[src/rtl/rv32i_types.sv]
// Shared types for the rename/dispatch slice: decoded group slots, RVFI record,
// physical register triple and the reservation-station dispatch entry.
package rv32i_types;

    localparam int unsigned PKG_SS          = 2;
    localparam int unsigned PKG_PR_ENTRIES  = 64;
    localparam int unsigned PKG_ROB_ENTRIES = 32;
    localparam int unsigned PKG_PRW         = $clog2(PKG_PR_ENTRIES);
    localparam int unsigned PKG_RBW         = $clog2(PKG_ROB_ENTRIES);

    typedef struct packed {
        logic        valid;
        logic [31:0] inst;
        logic [31:0] pc;
        logic [31:0] pc_next;
        logic [4:0]  rs1_s;
        logic [4:0]  rs2_s;
        logic [4:0]  rd_s;
    } instruction_info_reg_t;

    typedef struct packed {
        logic        valid;
        logic [63:0] order;
        logic [31:0] inst;
        logic [4:0]  rs1_addr;
        logic [4:0]  rs2_addr;
        logic [31:0] rs1_rdata;
        logic [31:0] rs2_rdata;
        logic [4:0]  rd_addr;
        logic [31:0] rd_wdata;
        logic [31:0] pc_rdata;
        logic [31:0] pc_wdata;
        logic [31:0] mem_addr;
        logic [3:0]  mem_rmask;
        logic [3:0]  mem_wmask;
        logic [31:0] mem_rdata;
        logic [31:0] mem_wdata;
    } rvfi_t;

    typedef struct packed {
        logic [PKG_PRW-1:0] rs1;
        logic [PKG_PRW-1:0] rs2;
        logic [PKG_PRW-1:0] rd;
    } physical_reg_data_t;

    typedef struct packed {
        rvfi_t              rvfi;
        logic [31:0]        inst;
        physical_reg_data_t rat;
        logic               rs1_met;
        logic               rs2_met;
        logic [PKG_RBW-1:0] rob_id;
    } dispatch_reservation_t;

endpackage

[src/rtl/rename_bypass.sv]
// Combinational intra-group rename: destination allocation from the free list,
// source mapping with bypass from earlier slots, and the last-writer RAT mask.
module rename_bypass
    import rv32i_types::*;
#(
    parameter int unsigned SS  = PKG_SS,
    parameter int unsigned PRW = PKG_PRW,
    localparam int unsigned CW = $clog2(SS) + 1
) (
    input  instruction_info_reg_t i_inst      [SS],
    input  logic [PRW-1:0]        i_rat_rs1   [SS],
    input  logic [PRW-1:0]        i_rat_rs2   [SS],
    input  logic                  i_rdy_rs1   [SS],
    input  logic                  i_rdy_rs2   [SS],
    input  logic [PRW-1:0]        i_fl_regs   [SS],
    output logic [PRW-1:0]        o_rd_phys   [SS],
    output logic [PRW-1:0]        o_rs1_phys  [SS],
    output logic [PRW-1:0]        o_rs2_phys  [SS],
    output logic                  o_rs1_met   [SS],
    output logic                  o_rs2_met   [SS],
    output logic                  o_last_wr   [SS],
    output logic [CW-1:0]         o_need_pr,
    output logic [CW-1:0]         o_nvalid
);

    logic w_writes [SS];

    // Writing slots take free registers in slot order; count writers and valid slots
    always_comb begin
        o_need_pr = '0;
        o_nvalid  = '0;
        for (int i = 0; i < SS; i++) begin
            w_writes[i]  = i_inst[i].valid && (i_inst[i].rd_s != 5'd0);
            o_rd_phys[i] = '0;
            if (i_inst[i].valid) begin
                o_nvalid = o_nvalid + CW'(1);
            end
            if (w_writes[i]) begin
                o_rd_phys[i] = i_fl_regs[int'(o_need_pr)];
                o_need_pr    = o_need_pr + CW'(1);
            end
        end
    end

    // A RAT write survives only if no later slot in the group writes the same arch reg
    always_comb begin
        for (int i = 0; i < SS; i++) begin
            o_last_wr[i] = w_writes[i];
            for (int j = i + 1; j < SS; j++) begin
                if (w_writes[j] && (i_inst[j].rd_s == i_inst[i].rd_s)) begin
                    o_last_wr[i] = 1'b0;
                end
            end
        end
    end

    // Sources: RAT by default, nearest earlier in-group writer overrides, x0 is always ready
    always_comb begin
        for (int i = 0; i < SS; i++) begin
            o_rs1_phys[i] = i_rat_rs1[i];
            o_rs1_met[i]  = i_rdy_rs1[i];
            o_rs2_phys[i] = i_rat_rs2[i];
            o_rs2_met[i]  = i_rdy_rs2[i];
            for (int j = 0; j < i; j++) begin
                if (w_writes[j] && (i_inst[j].rd_s == i_inst[i].rs1_s)) begin
                    o_rs1_phys[i] = o_rd_phys[j];
                    o_rs1_met[i]  = 1'b0;
                end
                if (w_writes[j] && (i_inst[j].rd_s == i_inst[i].rs2_s)) begin
                    o_rs2_phys[i] = o_rd_phys[j];
                    o_rs2_met[i]  = 1'b0;
                end
            end
            if (i_inst[i].rs1_s == 5'd0) begin
                o_rs1_phys[i] = '0;
                o_rs1_met[i]  = 1'b1;
            end
            if (i_inst[i].rs2_s == 5'd0) begin
                o_rs2_phys[i] = '0;
                o_rs2_met[i]  = 1'b1;
            end
        end
    end

endmodule

[src/rtl/rename_dispatch_ss.sv]
// Superscalar rename/dispatch stage: accepts a decoded group, renames it,
// allocates free-list and ROB resources and holds one registered dispatch
// group for the reservation stations, snooping the CDB while stalled.
// Entry field widths come from rv32i_types; parameters must agree with it.
module rename_dispatch_ss
    import rv32i_types::*;
#(
    parameter int unsigned SS          = PKG_SS,
    parameter int unsigned PR_ENTRIES  = PKG_PR_ENTRIES,
    parameter int unsigned ROB_ENTRIES = PKG_ROB_ENTRIES,
    localparam int unsigned PRW = $clog2(PR_ENTRIES),
    localparam int unsigned RBW = $clog2(ROB_ENTRIES),
    localparam int unsigned CW  = $clog2(SS) + 1
) (
    input  logic                  clk,
    input  logic                  rst,
    input  logic                  flush,
    input  logic                  in_valid,
    output logic                  in_ready,
    input  instruction_info_reg_t in_inst      [SS],
    output logic [4:0]            isa_rs1      [SS],
    output logic [4:0]            isa_rs2      [SS],
    input  logic [PRW-1:0]        rat_rs1      [SS],
    input  logic [PRW-1:0]        rat_rs2      [SS],
    input  logic                  pr_ready_rs1 [SS],
    input  logic                  pr_ready_rs2 [SS],
    output logic                  rat_we       [SS],
    output logic [4:0]            rat_rd_arch  [SS],
    output logic [PRW-1:0]        rat_rd_phys  [SS],
    input  logic [PRW:0]          fl_count,
    input  logic [PRW-1:0]        fl_regs      [SS],
    output logic [CW-1:0]         fl_pop,
    input  logic [RBW:0]          rob_space,
    input  logic [RBW-1:0]        rob_tail,
    output logic [CW-1:0]         rob_alloc,
    input  logic                  cdb_valid,
    input  logic [PRW-1:0]        cdb_preg,
    output logic                  rs_valid,
    input  logic                  rs_ready,
    output dispatch_reservation_t rs_entries   [SS]
);

    localparam int unsigned FCW = PRW + 1;
    localparam int unsigned RCW = RBW + 1;

    logic                  r_rs_valid;
    logic [63:0]           r_order;
    dispatch_reservation_t r_entries [SS];

    logic [PRW-1:0]        w_rd_phys  [SS];
    logic [PRW-1:0]        w_rs1_phys [SS];
    logic [PRW-1:0]        w_rs2_phys [SS];
    logic                  w_rs1_met  [SS];
    logic                  w_rs2_met  [SS];
    logic                  w_last_wr  [SS];
    logic [CW-1:0]         w_need_pr;
    logic [CW-1:0]         w_nvalid;
    logic                  w_out_free;
    logic                  w_fire;
    dispatch_reservation_t w_entries [SS];

    rename_bypass #(
        .SS  (SS),
        .PRW (PRW)
    ) u_bypass (
        .i_inst     (in_inst),
        .i_rat_rs1  (rat_rs1),
        .i_rat_rs2  (rat_rs2),
        .i_rdy_rs1  (pr_ready_rs1),
        .i_rdy_rs2  (pr_ready_rs2),
        .i_fl_regs  (fl_regs),
        .o_rd_phys  (w_rd_phys),
        .o_rs1_phys (w_rs1_phys),
        .o_rs2_phys (w_rs2_phys),
        .o_rs1_met  (w_rs1_met),
        .o_rs2_met  (w_rs2_met),
        .o_last_wr  (w_last_wr),
        .o_need_pr  (w_need_pr),
        .o_nvalid   (w_nvalid)
    );

    // Accept a group only when the output slot frees up and resources cover it
    always_comb begin
        w_out_free = !r_rs_valid || rs_ready;
        w_fire     = in_valid && w_out_free && !flush && !rst
                     && (fl_count >= FCW'(w_need_pr))
                     && (rob_space >= RCW'(w_nvalid));
        in_ready   = w_fire;
        fl_pop     = w_fire ? w_need_pr : '0;
        rob_alloc  = w_fire ? w_nvalid  : '0;
    end

    // RAT read addresses and last-writer-wins write port
    always_comb begin
        for (int i = 0; i < SS; i++) begin
            isa_rs1[i]     = in_inst[i].rs1_s;
            isa_rs2[i]     = in_inst[i].rs2_s;
            rat_we[i]      = w_fire && w_last_wr[i];
            rat_rd_arch[i] = in_inst[i].rd_s;
            rat_rd_phys[i] = w_rd_phys[i];
        end
    end

    // Build the next dispatch entries; ROB id and order advance per valid slot
    always_comb begin
        logic [CW-1:0] vidx;
        vidx = '0;
        for (int i = 0; i < SS; i++) begin
            w_entries[i]                = '0;
            w_entries[i].rvfi.valid     = in_inst[i].valid;
            w_entries[i].rvfi.order     = r_order + 64'(vidx);
            w_entries[i].rvfi.inst      = in_inst[i].inst;
            w_entries[i].rvfi.rs1_addr  = in_inst[i].rs1_s;
            w_entries[i].rvfi.rs2_addr  = in_inst[i].rs2_s;
            w_entries[i].rvfi.rd_addr   = in_inst[i].rd_s;
            w_entries[i].rvfi.pc_rdata  = in_inst[i].pc;
            w_entries[i].rvfi.pc_wdata  = in_inst[i].pc_next;
            w_entries[i].rvfi.rs1_rdata = 'x;
            w_entries[i].rvfi.rs2_rdata = 'x;
            w_entries[i].rvfi.rd_wdata  = 'x;
            w_entries[i].rvfi.mem_addr  = 'x;
            w_entries[i].rvfi.mem_rmask = 'x;
            w_entries[i].rvfi.mem_wmask = 'x;
            w_entries[i].rvfi.mem_rdata = 'x;
            w_entries[i].rvfi.mem_wdata = 'x;
            w_entries[i].inst           = in_inst[i].inst;
            w_entries[i].rat.rs1        = w_rs1_phys[i];
            w_entries[i].rat.rs2        = w_rs2_phys[i];
            w_entries[i].rat.rd         = w_rd_phys[i];
            w_entries[i].rs1_met        = w_rs1_met[i] || (cdb_valid && (w_rs1_phys[i] != '0)
                                                           && (w_rs1_phys[i] == cdb_preg));
            w_entries[i].rs2_met        = w_rs2_met[i] || (cdb_valid && (w_rs2_phys[i] != '0)
                                                           && (w_rs2_phys[i] == cdb_preg));
            w_entries[i].rob_id         = rob_tail + RBW'(vidx);
            if (in_inst[i].valid) begin
                vidx = vidx + CW'(1);
            end
        end
    end

    // Output register: latch on fire, drop on accept or flush, snoop CDB while held
    always_ff @(posedge clk) begin
        if (rst) begin
            r_rs_valid <= 1'b0;
            r_order    <= '0;
        end else if (flush) begin
            r_rs_valid <= 1'b0;
        end else if (w_fire) begin
            r_rs_valid <= 1'b1;
            r_entries  <= w_entries;
            r_order    <= r_order + 64'(w_nvalid);
        end else if (r_rs_valid) begin
            if (rs_ready) begin
                r_rs_valid <= 1'b0;
            end else begin
                for (int i = 0; i < SS; i++) begin
                    if (cdb_valid && (cdb_preg != '0) && (r_entries[i].rat.rs1 == cdb_preg)) begin
                        r_entries[i].rs1_met <= 1'b1;
                    end
                    if (cdb_valid && (cdb_preg != '0) && (r_entries[i].rat.rs2 == cdb_preg)) begin
                        r_entries[i].rs2_met <= 1'b1;
                    end
                end
            end
        end
    end

    assign rs_valid   = r_rs_valid;
    assign rs_entries = r_entries;

endmodule
[config.mk]
export PLATFORM = sky130hd
export DESIGN_NAME = rename_dispatch_ss
export DESIGN_NICKNAME = d
export VERILOG_FILES = /design/src/rtl/rv32i_types.sv /design/src/rtl/rename_bypass.sv /design/src/rtl/rename_dispatch_ss.sv
export SDC_FILE = /design/constraint.sdc
export NUM_CORES = 1
export LEC_CHECK = 0
export ABC_CLOCK_PERIOD_IN_PS = 14000
export BUFFER_PORTS_ARGS = -buffer_cell sky130_fd_sc_hd__buf_2
export CAP_MARGIN = 30
export CORE_AREA = 5 5 468 470
export CTS_CLUSTER_SIZE = 25
export DETAILED_ROUTE_END_ITERATION = 6
export DIE_AREA = 0 0 473 475
export PLACE_DENSITY = 0.31
export SETUP_SLACK_MARGIN = 0.3
export SLEW_MARGIN = 20
export SYNTH_ARGS = -nofsm -noshare
export SYNTH_HDL_FRONTEND = slang
export SYNTH_SLANG_ARGS = --single-unit
[constraint.sdc]
create_clock -name clk -period 14 [get_ports clk]
set_clock_uncertainty 0.05 [all_clocks]
set_input_delay 0.7 -clock clk [delete_from_list [all_inputs] [get_ports clk]]
set_output_delay 0.7 -clock clk [all_outputs]
set_load 0.005 [all_outputs]
# Word level (Yosys, flattened, before mapping)

Cells that the tools add are included.
W data, S select, Z words.

Register bits: 467
Bits of input ports: 294
Output and inout port bits: 916
Logic and storage cells: 146

Add/sub/neg operators: 5
$lt $le $gt $ge: 3
Equality and inequality tests: 12
Mux-type cells: 37
Bitwise operators: 3
Reductions and logical operators: 56

Operators by type and width:

| operator              | number |
|---|---|
| $add A64 B2 Y64       | 2 |
| $mux W6               | 11 |
| $eq A6 B6 Y1          | 8 |
| $ge A32 B2 Y1 const B | 1 |
| $not A1 Y32           | 1 |
| $reduce_bool A6 Y1    | 5 |
| $logic_and A1 B1 Y1   | 25 |
| $logic_not A5 Y1      | 4 |
| $mux W2               | 10 |
| $reduce_and A5 Y1     | 4 |
| $mux W1               | 16 |
| $eq A5 B5 Y1          | 3 |
| $reduce_bool A2 Y1    | 5 |
| $reduce_bool A5 Y1    | 2 |
| $ge A7 B2 Y1          | 1 |
| $ge A6 B2 Y1          | 1 |
| $add A5 B2 Y5         | 1 |
| $logic_or A1 B1 Y1    | 5 |
| $add A1 B1 Y2 const B | 2 |
| $logic_not A1 Y1      | 3 |
| $reduce_and A3 Y1     | 1 |
| $ne A2 B1 Y1 const B  | 1 |
| $not A1 Y1            | 2 |
| $reduce_and A2 Y1     | 1 |
| $reduce_or A2 Y1      | 1 |

# Logic depth before layout (Yosys ltp)

Gate-level depths: netlist of the first run.

Depth in word-level cells: 10
Gate-level depth with buffers: 16
Depth with buffers taken out: 12

# By module

From an unflattened synthesis of the first run, not the netlist that was laid out.

Cells, all modules: 1,778
Area, all modules: 22,228.8 µm²

Modules (own cells, without submodules):

| module             | instances | cells an instance | area each (µm²) | sequential area each (µm²) |
|---|---|---|---|---|
| rename_dispatch_ss | 1         | 1,649             | 21,418.0        | 13,372.8 |
| rename_bypass      | 1         | 129               | 810.8           | 0.0 |

# Worst setup path after synthesis of the first run

Ideal clock, no wire load.

Kind: input to register
Start: input in_inst[112] (netlist name)
End: register r_entries, in the netlist rs_entries[0] (enable)
Setup time: 0.744 ns
Data arrival time: 11.099 ns
Required time: 13.206 ns
Setup slack: 2.106 ns
Stages on the path: 13
Buffers on the path: 4
Path through: or4_4 o21ai_4 clkbuf_1 inv_1 clkbuf_1 ha_1 ha_1 nand2b_1 a2111oi_2 or3_1 buf_2 buf_1 inv_1

Cells in the longest elaborated chain, start to end: 9

Ends and longest elaborated chain:

| item                                 | RTL line                  | text |
|---|---|---|
| start: declaration                   | rename_dispatch_ss.sv:20  | `input instruction_info_reg_t in_inst [SS],` |
| $reduce_bool A5 Y1 *                 | rename_bypass.sv:33       | `w_writes[i] = i_inst[i].valid && (i_inst[i].rd_s != 5'd0);` |
| $logic_and A1 B1 Y1 *                | rename_bypass.sv:33       |  |
| $mux W1 *                            | rename_bypass.sv:38       | `if (w_writes[i]) begin` |
| $add A1 B1 Y2                        | rename_bypass.sv:40       | `o_need_pr = o_need_pr + CW'(1);` |
| $mux W2 *                            | rename_bypass.sv:38       |  |
| $ge A7 B2 Y1 *                       | rename_dispatch_ss.sv:86  | `&& (fl_count >= FCW'(w_need_pr))` |
| $logic_and A1 B1 Y1 *                | rename_dispatch_ss.sv:86  |  |
| $logic_and A1 B1 Y1 *                | rename_dispatch_ss.sv:87  | `&& (rob_space >= RCW'(w_nvalid));` |
| $reduce_and A3 Y1 (no source line) * | n/a                       |  |
| end signal: assignment               | rename_dispatch_ss.sv:150 | `r_entries <= w_entries;` |
| end: declaration                     | rename_dispatch_ss.sv:48  | `dispatch_reservation_t r_entries [SS];` |

Every way passes the cells marked *; elsewhere a longest branch is shown, timed or not.
A chain may end at the register's enable or synchronous reset.

# Worst setup path in the final report of the first run

Start: input in_inst[112] (netlist name)
End: register r_entries, in the netlist rs_entries[23] (enable)

The elaborated chain is that of the path after synthesis.

==> flow_summary_export.csv, run 1 <==
group,metric,value,unit
sta,clock.fmax,186.2,MHz
floorplan,die_x,473,µm
floorplan,die_y,475,µm
routing,drt_first_pass_iters,4,
routing,drc,0,
floorplan,io_pins,1210,
floorplan,dieArea,224700,µm²
power_and_ir_drop,swShare,24.47,%
power_and_ir_drop,power.internal,2.734,mW
clocking,numClockSinks,467,
critical_path,r2r-start,"rs_valid",
sta,setup_viol_count_final,0,
clocking,post-cts-setup-buffer-count,0,
critical_path,crit_path_cell_trace,"buf_2 -> or4_4 -> o21ai_4 -> buf_4 -> inv_1 -> ha_1 -> ha_1 -> nand2b_1 -> a2111oi_2 -> or3_2 -> inv_8 -> buf_4 -> buf_4 -> buf_16",
clocking,cts-root-buf,"clkbuf_16",
sta,finalHoldViolations,0,
synthesis,synth_enable_flop_cells,402,
worst_hold_path,hold_depth,1,
grt,grt_pass1_vias,14810,
power_and_ir_drop,seq_power_share,42.9,%
sta,fin_crit_sh,38.35,%
synthesis,synth.yosys.seq_area_share,61.24,%
power_and_ir_drop,leakagePower,11.75,nW
sta,hold_slack,0.1616,ns
synthesis,async_flop_share,0,%
synthesis,synth_cell_types,56,
worst_hold_path,min_from,"in_inst[192]",
power_and_ir_drop,peakVddDrop,0.00008538,V
clocking,tritoncts,"yes",
synthesis,synth-main-ff-cell,"edfxtp_1",
grt,grt_pass1_wl,140300,µm
power_and_ir_drop,pwr_density_cell,122.8,nW/µm²
routing,vias,14690,
floorplan,initial_core_util,10.20,%
clocking,cts_buffers,67,
synthesis,postSynthCellCount,1732,
routing,drt-initial-drc-count,526,
routing,post_drt_wl_per_cell,20.91,µm
power_and_ir_drop,clockPowerShare,50.8,%
layout,nets,2784,
synthesis,synth_seq_cells,467,
critical_path,end_kind,"flip-flop",
clocking,path_clk_slew,0.06,ns
clocking,cts_buffer_depth,3,
synthesis,synth-warning-count,0,
synthesis,syn_area,21840,µm²
critical_path,critPathKind,"in -> reg",
clocking,holdBufCountCts,0,
power_and_ir_drop,p_comb_share,6.2,%
grt,grt_max_degree,90,
critical_path,cp_slowest_cell,"buf_4",
clocking,htreeDepth,3,
critical_path,cp.required,14.28,ns
critical_path,crit_top_cell,"buf_4",
critical_path,start_kind,"input port",
critical_path,rr_endpoint,"rs_entries[23]",
layout,layout-drive-gt1-share,37.73,%
placement,hpwl,93820,µm
sta,fin_tns_setup,0,ns
sta,rsz0062_at_grt,"no",
critical_path,worstPathMaxFanout,89,
grt,overflow,0,
placement,portBuffers,809,
power_and_ir_drop,power_switching,885.7,µW
worst_hold_path,worstHoldEndpoint,"rs_entries[459]",
clocking,cts_resized,0,
sta,relSlewSlack,38.44,%
routing,final_antenna_net_count,0,
worst_hold_path,min_path_type,"in -> reg",
synthesis,syn_area_per_cell,12.61,µm²
grt,antenna_found_initial,33,
critical_path,worst_ep_arrival_time,5.65,ns
routing,vias_per_cell,2.733,
floorplan,core,214000,µm²
critical_path,max_stage_delay,0.81,ns
critical_path,crit_buf_inv,7,
placement,gp_congestion,0.7563,
critical_path,r2r_slack,10.28,ns
run,cap_violations,0,
status,outcome,"finished, final reports clean",
clocking,insertion_delay,0.66,ns
critical_path,path_delay_family,"buffers and inverters",
sta,min_period,5.369,ns
sta,worst_pin_slew,0.9234,ns
grt,grt.total_usage,9.401,%
critical_path,rr_worst_depth,7,
routing,finalWirelength,112400,µm
layout,syn_to_final_growth,35.04,%
floorplan,num_rows,170,
sta,slew_viol_final,0,
registers in the layout (all words and copies together) (netlist names):
name        cells
rs_valid        1
rs_entries    402
r_order        64
logic make-up after synthesis:
kind of cell | count (synthesis) | synth area share (%)
flip-flops | 467 | 61.24
other | 1 | 0.01717
XOR/XNOR | 169 | 6.779
AO/OA/AOI/OAI | 77 | 2.097
adder cells (fa/ha/maj) | 13 | 0.7793
multiplexers | 12 | 0.6303
buffers and inverters | 569 | 18.50
AND/OR/NAND/NOR | 424 | 9.953
cells in the mapped netlist, types with 3 or more instances:
cell type / number / area share [%]
and2b_1: 3 / 0.10
nand3_1: 46 / 1.1
nand2b_1: 6 / 0.17
and2_1: 16 / 0.46
or4_1: 10 / 0.34
or2_2: 5 / 0.14
nand4_1: 34 / 0.97
o21ai_1: 3 / 0.069
nor3_1: 21 / 0.48
and3_1: 14 / 0.40
xnor2_1: 87 / 3.5
a21oi_1: 28 / 0.64
buf_4: 506 / 17
edfxtp_1: 402 / 55
nand3b_1: 3 / 0.10
mux2_2: 6 / 0.31
nor2_1: 121 / 2.1
dfxtp_1: 65 / 6.0
clkbuf_1: 32 / 0.55
nor4_1: 10 / 0.29
and4_1: 10 / 0.40
o31ai_1: 3 / 0.10
xor2_1: 82 / 3.3
o32ai_1: 3 / 0.12
or3_1: 18 / 0.52
inv_1: 21 / 0.36
nor2b_1: 10 / 0.29
o21ai_0: 25 / 0.57
ha_1: 12 / 0.69
buf_1: 5 / 0.086
mux2i_1: 4 / 0.18
nand2_1: 83 / 1.4
buf_2: 4 / 0.092
a31oi_1: 4 / 0.11
power by group through the flow:
stage          Sequential [mW]  Combinational [mW]  Clock [mW]
2_1_floorplan             1.60               0.176           0
3_3_place_gp              1.58               0.233           0
3_5_place_dp              1.58               0.233           0
4_1_cts                   1.56               0.234        1.95
5_1_grt                   1.56               0.253        1.99
6_report                  1.55               0.225        1.84
per-layer routing:
metal	GRT usage [%]	share of wire (%)	up-vias
met3	3.136	8.2	139
li1	-	-	6611
met5	0	0.061	-
met4	3.344	3.3	10
met1	8.067	30	7039
met2	19.66	58	886
layout by cell type, fill, tap and decap left out, types with 4 or more instances in the layout:
cell type     n
a21oi_1      28
a31oi_1       4
and2_1       16
and3_1       14
and4_1       10
buf_2       810
buf_4        12
bufinv_16    10
clkbuf_1     13
clkbuf_16    69
clkinv_1      7
clkinv_2      6
clkinvlp_4    5
conb_1      400
dfxtp_1      65
diode_2       4
edfxtp_1    402
ha_1         12
inv_1        20
mux2_2        6
mux2i_1       4
nand2_1      83
nand2b_1      6
nand3_1      46
nand4_1      34
nor2_1      121
nor2b_1      10
nor3_1       21
nor4_1       10
o21ai_0      25
or2_2         5
or3_1        17
or4_1        10
xnor2_1      87
xor2_1       82
worst max-delay path by stage:
stage	from	end	slack, ns	cells past startpoint
floorplan	in_inst[112]	rs_entries[0]	2.11	13
detailed placement	in_inst[112]	rs_entries[330]	7.72	14
finish	in_inst[112]	rs_entries[23]	8.63	14
global route	in_inst[112]	rs_entries[23]	8.29	14
CTS	in_inst[112]	rs_entries[23]	8.45	14
global placement	in_inst[112]	rs_entries[330]	7.50	13
stage by stage:
stage / cells / worst slack [ns] / instance area, µm² / power (mW) / util [%]
6_report: 5373 / 8.631 / 29490 / 3.620 / 13.78
5_1_grt: 5372 / 8.293 / 29480 / 3.799 / 13.78
4_1_cts: 5369 / 8.446 / 29480 / 3.737 / 13.78
3_5_place_dp: 5246 / 7.719 / 27130 / 1.818 / 12.68
3_3_place_gp: 5243 / 7.495 / 27070 / 1.818 / 12.65
2_1_floorplan: 2131 / 2.106 / 23330 / 1.774 / -
layout make-up:
class	instances	area [µm²]
Sequential cell	467	13370
Clock buffer	85	1817
Tap cell	2838	3551
Antenna cell	4	10.01
Timing Repair Buffer	824	4192
Multi-Input combinational cell	1095	5922
Clock inverter	38	533.0
Inverter	22	90.09
Fill cell	24350	184500
Note: power is estimated with default switching activity, not from simulation.
==> run 2: changes to the inputs <==
Settings changed: ABC_CLOCK_PERIOD_IN_PS 14000 to 4640, CORE_AREA 5 5 468 470 to 5 5 462 464, DIE_AREA 0 0 473 475 to 0 0 467 469, PLACE_DENSITY 0.31 to 0.32.
Clock period 14 ns to 4.64 ns, I/O delays scaled along.
==> flow_summary_export.csv, run 2 (synthesized netlist as in run 1, its figures left out) <==
group,metric,value,unit
status,outcome,"finished, final reports clean",
clocking,cts_buffers,61,
sta,clock.fmax,241.4,MHz
clocking,insertion_delay,0.69,ns
placement,gp_congestion,0.7494,
layout,fillCellCount,23410,
critical_path,worstPathMaxFanout,11,
floorplan,core,208700,µm²
critical_path,start_kind,"input port",
power_and_ir_drop,swShare,24.58,%
grt,grt_pass1_vias,16260,
grt,grt_max_degree,66,
routing,drc,0,
layout,nets,3061,
floorplan,io_pins,1210,
layout,final_common_cell,"buf_2",
placement,portBuffers,809,
sta,rsz0062_at_grt,"no",
grt,grt_pass1_wl,145000,µm
clocking,htreeDepth,2,
routing,post_drt_wl_per_cell,20.40,µm
clocking,numClockSinks,467,
critical_path,critPathKind,"in -> out",
sta,setup_viol_count_final,0,
sta,min_period,4.142,ns
layout,largest_register_ffs,402,
routing,final_antenna_net_count,0,
clocking,cts-root-buf,"clkbuf_16",
routing,drt-initial-drc-count,695,
critical_path,end_kind,"output pin",
placement,hpwl,95000,µm
power_and_ir_drop,pwr_density_cell,330.3,nW/µm²
clocking,tritoncts,"yes",
critical_path,worst_ep_arrival_time,3.86,ns
clocking,path_clk_slew,0.05,ns
layout,layout-drive-gt1-share,34.72,%
floorplan,initial_core_util,10.46,%
floorplan,dieArea,219000,µm²
clocking,cts_buffer_depth,3,
power_and_ir_drop,p_comb_share,8.6,%
grt,overflow,0,
power_and_ir_drop,power_switching,2.609,mW
floorplan,num_rows,168,
layout,layout_common_cells,"buf_2, edfxtp_1, conb_1, dlygate4sd3_1, nor2_1",
routing,vias_per_cell,2.777,
floorplan,die_x,467,µm
run,cap_violations,0,
power_and_ir_drop,leakagePower,12.87,nW
sta,finalHoldViolations,0,
power_and_ir_drop,clockPowerShare,47.3,%
worst_hold_path,hold_depth,3,
grt,antenna_found_initial,28,
worst_hold_path,min_path_type,"in -> reg",
layout,syn_to_final_growth,47.19,%
power_and_ir_drop,p_total,10.62,mW
power_and_ir_drop,seq_power_share,44.2,%
sta,relSlewSlack,43.78,%
sta,fin_crit_sh,89.27,%
routing,vias,15630,
power_and_ir_drop,peakVddDrop,0.0003224,V
power_and_ir_drop,power.internal,8.006,mW
routing,drt_first_pass_iters,4,
sta,worst_pin_slew,0.8433,ns
routing,finalWirelength,114800,µm
grt,grt.total_usage,9.787,%
sta,slew_viol_final,0,
critical_path,rr_worst_depth,9,
layout,fin_area,32140,µm²
critical_path,cp.required,4.36,ns
floorplan,die_y,469,µm
placement,postPlaceCellArea,27370,µm²
run 2: critical path, cell delays in order:
cell	delay [ns]
dlygate4sd3_1	0.54
buf_2	0.15
or4_1	0.52
o21ai_1	0.13
buf_4	0.22
inv_1	0.10
ha_4	0.28
ha_4	0.18
nand2b_4	0.14
a2111oi_4	0.48
or3_4	0.33
inv_2	0.19
and2_1	0.22
buf_2	0.12
run 2: per-stage QoR:
stage / utilization [%] / cells / setup TNS (ns) / hold WS, ns / setup slack (ns)
2_1_floorplan: - / 2131 / -1801.93 / 0.2809 / -4.527
3_3_place_gp: 13.11 / 5234 / 0 / 0.3596 / 0.3450
3_5_place_dp: 13.11 / 5234 / 0 / 0.3602 / 0.3280
4_1_cts: 15.37 / 5609 / 0 / 0.004019 / 0.3340
5_1_grt: 15.39 / 5620 / 0 / 0.01391 / 0.3632
6_report: 15.40 / 5627 / 0 / 0.04249 / 0.4977
run 2: cell type report:
cell class              instances  area [µm²]  area share [%]
clock inverters                38       451.7           1.405
inverters                      22       86.33          0.2686
diodes                         17       42.54          0.1324
repair buffers               1107        7054           21.95
clock buffers                  76        1653           5.142
well taps                    2805        3510           10.92
multi-input cells            1095        5971           18.58
flip-flops and latches        467       13370           41.61
run 2: layer usage:
metal	vias to the layer above	part of all wire [%]	GRT usage, %
met5	-	0.060	0
met4	12	3.7	3.706
met3	132	8.0	2.702
met2	866	54	19.25
met1	7447	34	9.646
li1	7170	-	-
run 2: path summary, 6_finish.rpt:
kind	from	endpoint	slack, ns
worst max-delay path	in_inst[0]	fl_pop[0]	0.50
worst min-delay path	rat_rs1[4]	rs_entries[23]	0.04
worst min register to register	r_order[0]	r_order[0]	0.47
worst max register to register	r_order[0]	rs_entries[428]	1.51
run 2: power groups by stage:
| stage | Combinational, mW | Sequential [mW] | Clock (mW) |
|---|---|---|---|
| finish | 0.909 | 4.69 | 5.02 |
| global route | 1.01 | 4.69 | 5.42 |
| CTS | 0.941 | 4.69 | 5.28 |
| detailed placement | 0.743 | 4.78 | 0 |
| global placement | 0.744 | 4.78 | 0 |
| floorplan | 0.541 | 4.81 | 0 |
run 2: what timing repair did:
item,in CTS,in global routing
buffers inserted,0,0
endpoints found under the hold margin,281,0
gates resized for setup,0,1
hold buffers,261,0
endpoints found under the setup margin,0,2
==> run 3: changes to the inputs <==
--- a/constraint.sdc
+++ b/constraint.sdc
@@ -4,2 +4,2 @@
 set_output_delay 0.232 -clock clk [all_outputs]
-set_load 0.005 [all_outputs]
+set_load 0.05 [all_outputs]
==> flow_summary_export.csv, run 3 (synthesized netlist as in run 1, its figures left out) <==
group,metric,value,unit
floorplan,initial_core_util,10.46,%
sta,worst_pin_slew,0.8289,ns
critical_path,worstPathMaxFanout,9,
layout,nets,3059,
grt,overflow,0,
sta,slew_viol_final,0,
clocking,numClockSinks,467,
layout,largest_register_ffs,402,
sta,relSlewSlack,44.74,%
clocking,cts_buffers,61,
run,cap_violations,0,
clocking,htreeDepth,2,
layout,fin_area,32010,µm²
critical_path,start_kind,"input port",
routing,finalWirelength,114600,µm
grt,antenna_found_initial,28,
sta,finalHoldViolations,0,
sta,rsz0062_at_grt,"no",
power_and_ir_drop,p_total,11.35,mW
clocking,insertion_delay,0.74,ns
worst_hold_path,min_path_type,"in -> reg",
layout,syn_to_final_growth,46.61,%
critical_path,worst_ep_arrival_time,3.69,ns
routing,post_drt_wl_per_cell,20.39,µm
sta,setup_viol_count_final,0,
status,outcome,"finished, final reports clean",
routing,drt-initial-drc-count,617,
layout,final_common_cell,"buf_2",
layout,layout_common_cells,"buf_2, edfxtp_1, conb_1, dlygate4sd3_1, nor2_1",
grt,grt_pass1_wl,144900,µm
power_and_ir_drop,leakagePower,12.77,nW
placement,postPlaceCellArea,27360,µm²
layout,fillCellCount,23410,
clocking,cts-root-buf,"clkbuf_16",
critical_path,end_kind,"output pin",
routing,drt_first_pass_iters,7,
sta,min_period,3.977,ns
sta,hold_slack,0.05889,ns
placement,hpwl,94910,µm
clocking,cts_buffer_depth,3,
floorplan,die_y,469,µm
sta,clock.fmax,251.5,MHz
floorplan,io_pins,1210,
placement,gp_congestion,0.7533,
clocking,path_clk_slew,0.06,ns
critical_path,r2r_slack,1.43,ns
clocking,tritoncts,"yes",
floorplan,die_x,467,µm
routing,vias_per_cell,2.800,
routing,drc,0,
sta,fin_crit_sh,85.71,%
placement,dp.cells,5231,
grt,grt_max_degree,66,
grt,grt.total_usage,9.774,%
floorplan,dieArea,219000,µm²
placement,portBuffers,809,
clocking,post-cts-setup-buffer-count,0,
floorplan,core,208700,µm²
floorplan,num_rows,168,
power_and_ir_drop,pwr_density_cell,354.5,nW/µm²
placement,place_ws,0.4181,ns
sta,fin_ws,0.6631,ns
layout,layout-drive-gt1-share,34.40,%
critical_path,cp.required,4.36,ns
routing,vias,15740,
critical_path,critPathKind,"in -> out",
power_and_ir_drop,peakVddDrop,0.0003547,V
grt,grt_pass1_vias,16220,
layout,layout.cells.non_filler,5622,
routing,final_antenna_net_count,0,
## run 3: cell count changes in the layout (fill, tap and decap cells not counted), sizes merged
cell / delta
bufinv: -5
clkbuf: +10
inv: +3
buf: -3
clkinvlp: +3
clkinv: -11
diode: -2
## run 3: cell type report
cell class | instances | area, µm² | area share, %
Antenna cell | 15 | 37.54 | 0.1173
Sequential cell | 467 | 13370 | 41.77
Clock buffer | 85 | 1667 | 5.206
Inverter | 22 | 88.84 | 0.2775
Tap cell | 2805 | 3510 | 10.96
Timing Repair Buffer | 1105 | 7052 | 22.03
Multi-Input combinational cell | 1095 | 5976 | 18.67
Clock inverter | 28 | 310.3 | 0.9693
## run 3: repair_timing
| action | CTS | global route |
|---|---|---|
| endpoints found under the setup margin | 0 | 4 |
| hold endpoints to repair | 301 | 0 |
| hold buffers | 261 | 0 |
| gates resized for setup | 0 | 4 |
## run 3: stage by stage
| stage | util [%] | setup TNS [ns] |
|---|---|---|
| after floorplan | - | -1801.93 |
| after global placement | 13.11 | 0 |
| after detailed placement | 13.11 | 0 |
| after CTS | 15.31 | 0 |
| after global routing | 15.33 | 0 |
| final | 15.34 | 0 |
## run 3: final timing paths
path / start / end / depth (start not counted)
max: in_inst[4] / rob_alloc[0] / 14
min reg2reg: r_order[63] / rs_entries[864] / 0
max reg2reg: r_order[0] / rs_entries[428] / 9
min: rat_rs1[2] / rs_entries[21] / 3
## run 3: critical path: stages
cell and delay (ns):
dlygate4sd3_1 0.52, buf_2 0.15, or4_1 0.40, o21ai_1 0.14
buf_4 0.20, inv_1 0.10, ha_4 0.28, ha_4 0.19
nand2b_4 0.14, a2111oi_4 0.46, or3_4 0.33, inv_4 0.13
and2_1 0.19, buf_2 0.21
## run 3: per-layer routing
| metal | vias to the layer above | track usage, % | wire, µm |
|---|---|---|---|
| met5 | - | 0 | 75 |
| met4 | 12 | 3.635 | 4030 |
| met3 | 130 | 2.761 | 9124 |
| met2 | 863 | 19.37 | 63190 |
| met1 | 7577 | 9.498 | 38190 |
| li1 | 7160 | - | - |
## run 3: power breakdown
group	internal, mW	total [mW]	switching, mW
Combinational	0.393	1.92	1.53
Clock	2.68	4.73	2.05
Sequential	4.65	4.69	0.0393
